[src/rtl/vector_element_sequencer.sv]
// vector_element_sequencer
//   Splits a vector instruction of length vl into groups of NUM_LANES
//   consecutive elements and presents one group per cycle to the lanes.
//   Supports a restart index (vstart), downstream stall, exception capture
//   of the faulting group's element index, and flush.
// Ports:
//   CLK, RST            clock, asynchronous active-high reset
//   issue_valid/ready   instruction handshake; issue_vl, issue_vstart payload
//   stall, exc, flush   per-group control from the lanes / pipeline
//   offset, lane_en     element index of lane 0 and per-lane valid
//   group_valid         group presented this cycle
//   last_group          presented group is the final one
//   done                one-cycle completion pulse
//   busy                instruction in progress
//   exc_vstart          element index captured on exception
module vector_element_sequencer #(
    parameter int NUM_LANES = 2,
    parameter int VLMAX     = 32
) (
    input  logic                 CLK,
    input  logic                 RST,
    input  logic                 issue_valid,
    output logic                 issue_ready,
    input  logic [31:0]          issue_vl,
    input  logic [31:0]          issue_vstart,
    input  logic                 stall,
    input  logic                 exc,
    input  logic                 flush,
    output logic [31:0]          offset,
    output logic [NUM_LANES-1:0] lane_en,
    output logic                 group_valid,
    output logic                 last_group,
    output logic                 done,
    output logic                 busy,
    output logic [31:0]          exc_vstart
);

    localparam logic [31:0] VLMAX_W = 32'(VLMAX);

    typedef enum logic [1:0] {
        IDLE,
        RUN,
        FIN
    } state_e;

    state_e      state_q, state_d;
    logic [31:0] offset_q, offset_d;
    logic [31:0] vl_eff_q, vl_eff_d;
    logic [31:0] exc_vstart_q, exc_vstart_d;

    logic [31:0] vl_clamped;
    logic [32:0] grp_end;
    logic        is_last;

    always_ff @(posedge CLK or posedge RST) begin
        if (RST) begin
            state_q      <= IDLE;
            offset_q     <= '0;
            vl_eff_q     <= '0;
            exc_vstart_q <= '0;
        end else begin
            state_q      <= state_d;
            offset_q     <= offset_d;
            vl_eff_q     <= vl_eff_d;
            exc_vstart_q <= exc_vstart_d;
        end
    end

    always_comb begin
        state_d      = state_q;
        offset_d     = offset_q;
        vl_eff_d     = vl_eff_q;
        exc_vstart_d = exc_vstart_q;

        vl_clamped = (issue_vl > VLMAX_W) ? VLMAX_W : issue_vl;
        // 33-bit sum so offset near 2^32 cannot wrap past vl_eff
        grp_end    = {1'b0, offset_q} + 33'(NUM_LANES);
        is_last    = grp_end >= {1'b0, vl_eff_q};

        unique case (state_q)
            IDLE: begin
                if (issue_valid) begin
                    vl_eff_d = vl_clamped;
                    // vl_eff == 0 is covered: any vstart is then >= vl_eff
                    if (issue_vstart >= vl_clamped) begin
                        state_d  = FIN;
                        offset_d = '0;
                    end else begin
                        state_d  = RUN;
                        offset_d = issue_vstart;
                    end
                end
            end
            RUN: begin
                if (flush) begin
                    state_d  = IDLE;
                    offset_d = '0;
                end else if (exc) begin
                    exc_vstart_d = offset_q;
                    state_d      = IDLE;
                    offset_d     = '0;
                end else if (!stall) begin
                    if (is_last) begin
                        state_d = FIN;
                    end else begin
                        offset_d = grp_end[31:0];
                    end
                end
            end
            FIN: begin
                state_d  = IDLE;
                offset_d = '0;
            end
            default: begin
                state_d  = IDLE;
                offset_d = '0;
            end
        endcase
    end

    always_comb begin
        issue_ready = (state_q == IDLE);
        group_valid = (state_q == RUN);
        last_group  = group_valid & is_last;
        done        = (state_q == FIN) & ~flush;
        busy        = (state_q != IDLE);
        offset      = offset_q;
        exc_vstart  = exc_vstart_q;
        lane_en     = '0;
        for (int unsigned i = 0; i < NUM_LANES; i++) begin
            lane_en[i] = group_valid & (({1'b0, offset_q} + 33'(i)) < {1'b0, vl_eff_q});
        end
    end

endmodule

[config.mk]
export PLATFORM = sky130hd
export DESIGN_NAME = vector_element_sequencer
export DESIGN_NICKNAME = d
export VERILOG_FILES = /design/src/rtl/vector_element_sequencer.sv
export SDC_FILE = /design/constraint.sdc
export NUM_CORES = 1
export LEC_CHECK = 0
export CAP_MARGIN = 0
export CORE_UTILIZATION = 49
export DETAILED_ROUTE_END_ITERATION = 8
export PLACE_DENSITY = 0.78
export SLEW_MARGIN = 20
export SYNTH_ARGS = -nofsm -noshare
export SYNTH_HDL_FRONTEND = slang
export SYNTH_SLANG_ARGS = --single-unit
[constraint.sdc]
create_clock -name CLK -period 3.7 [get_ports CLK]
set_input_delay 0.37 -clock CLK [delete_from_list [all_inputs] [get_ports CLK]]
set_output_delay 0.37 -clock CLK [all_outputs]
set_load 0.05 [all_outputs]
==> flow_summary.ini <==
[clocking]
clock_latency_ns = 0.36
cts_buffers = 9
clockBufferDepth = 2
cts.root.buffer_cell = clkbuf_16
cts_sinks = 98
cts_tree = built
cts.clk_slew.worst_paths_ns = 0.07
htree_levels = 3

[sta]
tightest_slew_ns = 0.829
setup_violations = 35
hold_violations = 0
fin_crit_sh = 1.12
rsz0062_at_grt = true
drv_slew = 0
fin_skew_ns = 0.00800
fin_crit_ns = 4.13
slew_headroom = 0.445
fin_ws_ns = -0.428
fin_setup_tns_ns = -7.98
timing.fmax_mhz = 242

[setup_path]
path_cells = ha_4 > and3_4 > and3_4 > and3_4 > nand3_1 > xnor2_2 > ha_1 > nand4_1 > nor3_2 > buf_4 > and4_1 > a211oi_2 > o21ai_4 > a21oi_4 > nor2_4 > buf_12
cp_common_cell = and3_4
setup.worst_path.end_class = primary output
path_max_fanout = 4
r2r_slack_ns = -0.41
arrival_ns = 3.76
critPathLaunchType = flip-flop
rr_worst_depth = 16
required_ns = 3.33
slowest_stage = dfrtp_2
crit_start = offset[1]
r2r-start = offset[1]
crit_type = flip-flop to primary output
worstReg2RegEnd = offset[23]
cpPeakStageDelay_ns = 0.44

[global_routing]
grt_pass1_vias = 7886
grt_use_total = 0.296
top_usage_layer = met2
overflow = 0
met3_usage = 0.0461
met1_usage = 0.396
met2_usage = 0.467
grt_pass1_wl_um = 40700
antenna_found_initial = 0
grt_max_degree = 64

[die]
die_w_um = 132
die_h_um = 132
start_util = 0.500
core.rowCount = 47
die_area_um2 = 17400
core_um2 = 16500
ios = 141

[worst_hold_path]
min_to = vl_eff_q[1]
whs_path_depth = 2
hold_path.class = flip-flop to flip-flop
min_from = vl_eff_q[1]

[logic_synthesis]
yosys_warnings = 0
avgSynthCellArea_um2 = 9.30
synth_top_area_cell = dfrtp_1
postSynthCellCount = 888
synth_edf_count = 0
synth_top_area_share = 0.297
async_flop_share = 1.00
synth_seq_area_share = 0.297
ys_seq_elements = 98
ys.flop_type = dfrtp_1
synth_area_leaders = dfrtp_1 (30%), ha_1 (20%), mux2_2 (5.0%)
yosysUniqueCellTypes = 71
synth_area_um2 = 8250

[finish]
final_cell_mix = clkdlybuf4s50_1 (137), ha_1 (126), buf_4 (111)
num_antenna_cells = 0
area_growth_pct = 42.4
seqCellArea_um2 = 2470
multiInputGateArea_um2 = 6130
drive_gt1_frac = 0.250
nFillCells = 1162
nets = 1332
layout_commonest_cell = clkdlybuf4s50_1

[job]
max-cap-violations = 0

[detailed_routing]
wl_per_cell_um = 19.8
drt_pass1_iterations = 6
num_vias = 8149
drc_errors = 0
viasPerCell = 6.00
drt-total-wl_um = 26800
ant_nets = 0
drt_iter0_drc = 810

[power_and_ir_drop]
irDropWorstVdd_mv = 0.631
pwr_density_cell_nw_per_um2 = 834
total_leakage_power_nw = 5.18

[placed_design]
port_buffers = 140
gp_congestion = 0.922
dp_slack_ns = -0.160
dpl.hpwl_um = 18800

[run_status]
run_status = complete, but fails checks
failed_checks = setup timing
[sequential cells by signal, indices dropped and copies added, names as in the netlist]
register and count:
state_q 2, offset 32, exc_vstart 32, vl_eff_q 32
[timing repair]
action                                  CTS  global route
buffers inserted                          7             7
hold buffers                              0             0
endpoints found under the setup margin   22            36
resized for setup                        37            60
pin swaps                                13            40
endpoints found under the hold margin     0             0
[final cells by class]
cell class | count | share of cell area
Multi-Input combinational cell | 721 | 0.521
Clock inverter | 6 | 0.00777
Inverter | 41 | 0.0133
Timing Repair Buffer | 262 | 0.204
Sequential cell | 98 | 0.210
Clock buffer | 10 | 0.0195
Tap cell | 220 | 0.0234
[synth_stat cells, drive strengths merged, types with 2 or more instances]
| master | instances |
|---|---|
| a2111oi | 14 |
| a211o | 2 |
| a211oi | 14 |
| a21o | 26 |
| a21oi | 47 |
| a22o | 13 |
| a22oi | 5 |
| a31oi | 2 |
| and2 | 4 |
| and3 | 18 |
| and4 | 9 |
| buf | 31 |
| clkbuf | 22 |
| dfrtp | 98 |
| ha | 129 |
| inv | 41 |
| mux2 | 45 |
| nand2 | 66 |
| nand2b | 6 |
| nand3 | 25 |
| nand4 | 30 |
| nor2 | 66 |
| nor2b | 4 |
| nor3 | 22 |
| nor3b | 3 |
| nor4 | 12 |
| o211ai | 4 |
| o21a | 4 |
| o21ai | 28 |
| o22ai | 17 |
| o311ai | 2 |
| o32ai | 2 |
| or2 | 2 |
| or3 | 2 |
| xnor2 | 37 |
| xor2 | 22 |
[routing by layer]
layer	part of all wire	routed length (um)	vias to the layer above
met3	0.079	2120	104
met2	0.46	12300	430
met1	0.42	11200	3900
met4	0.048	1290	0
li1	-	-	3715
met5	0	0	-
[cells by family (layout without fill, tap and decap cells)]
kind of cell / count (synthesis) / after routing / share of synthesized area
other: 1 / 26 / 0.000454
muxes: 46 / 46 / 0.0626
buffers and inverters: 94 / 319 / 0.0520
AOI/OAI and AO/OA: 190 / 190 / 0.160
DFF: 98 / 98 / 0.297
xor gates and xnor gates: 59 / 59 / 0.0626
adders and majority gates: 129 / 129 / 0.196
and+or+nand+nor: 271 / 271 / 0.169
[metrics by stage]
stage / util / area [um2] / power, mW / std cells / hold slack [ns]
2_1_floorplan: - / 8550 / 5.74 / 913 / 0.450
3_3_place_gp: 0.653 / 10800 / 7.61 / 1329 / 0.463
3_5_place_dp: 0.653 / 10800 / 7.73 / 1329 / 0.472
4_1_cts: 0.685 / 11300 / 9.11 / 1352 / 0.488
5_1_grt: 0.711 / 11800 / 10.3 / 1358 / 0.521
6_report: 0.711 / 11800 / 9.81 / 1358 / 0.481
[power by group]
| group | switching (mW) | internal [mW] |
|---|---|---|
| logic | 4.22 | 2.90 |
| registers | 0.281 | 1.37 |
| clock network | 0.449 | 0.594 |
[worst max-delay path: cells and delay by family (launching register included)]
family | cells | cell delay (ns)
xor+xnor | 1 | 0.18
simple gates | 8 | 1.68
compound gates | 3 | 0.27
buf+inv | 2 | 0.35
fa+ha+maj | 2 | 0.47
flops | 1 | 0.44
[how the worst max path moves through the flow]
| stage | endpoint | slack [ns] | depth (start not counted) |
|---|---|---|---|
| 2_1_floorplan | lane_en[1] | -0.25 | 18 |
| 3_3_place_gp | offset[3] | -0.11 | 15 |
| 3_5_place_dp | offset[3] | -0.16 | 15 |
| 4_1_cts | lane_en[1] | -0.29 | 17 |
| 5_1_grt | lane_en[1] | -0.52 | 16 |
| 6_report | last_group | -0.43 | 16 |
Note: power is estimated with default switching activity, not from simulation.
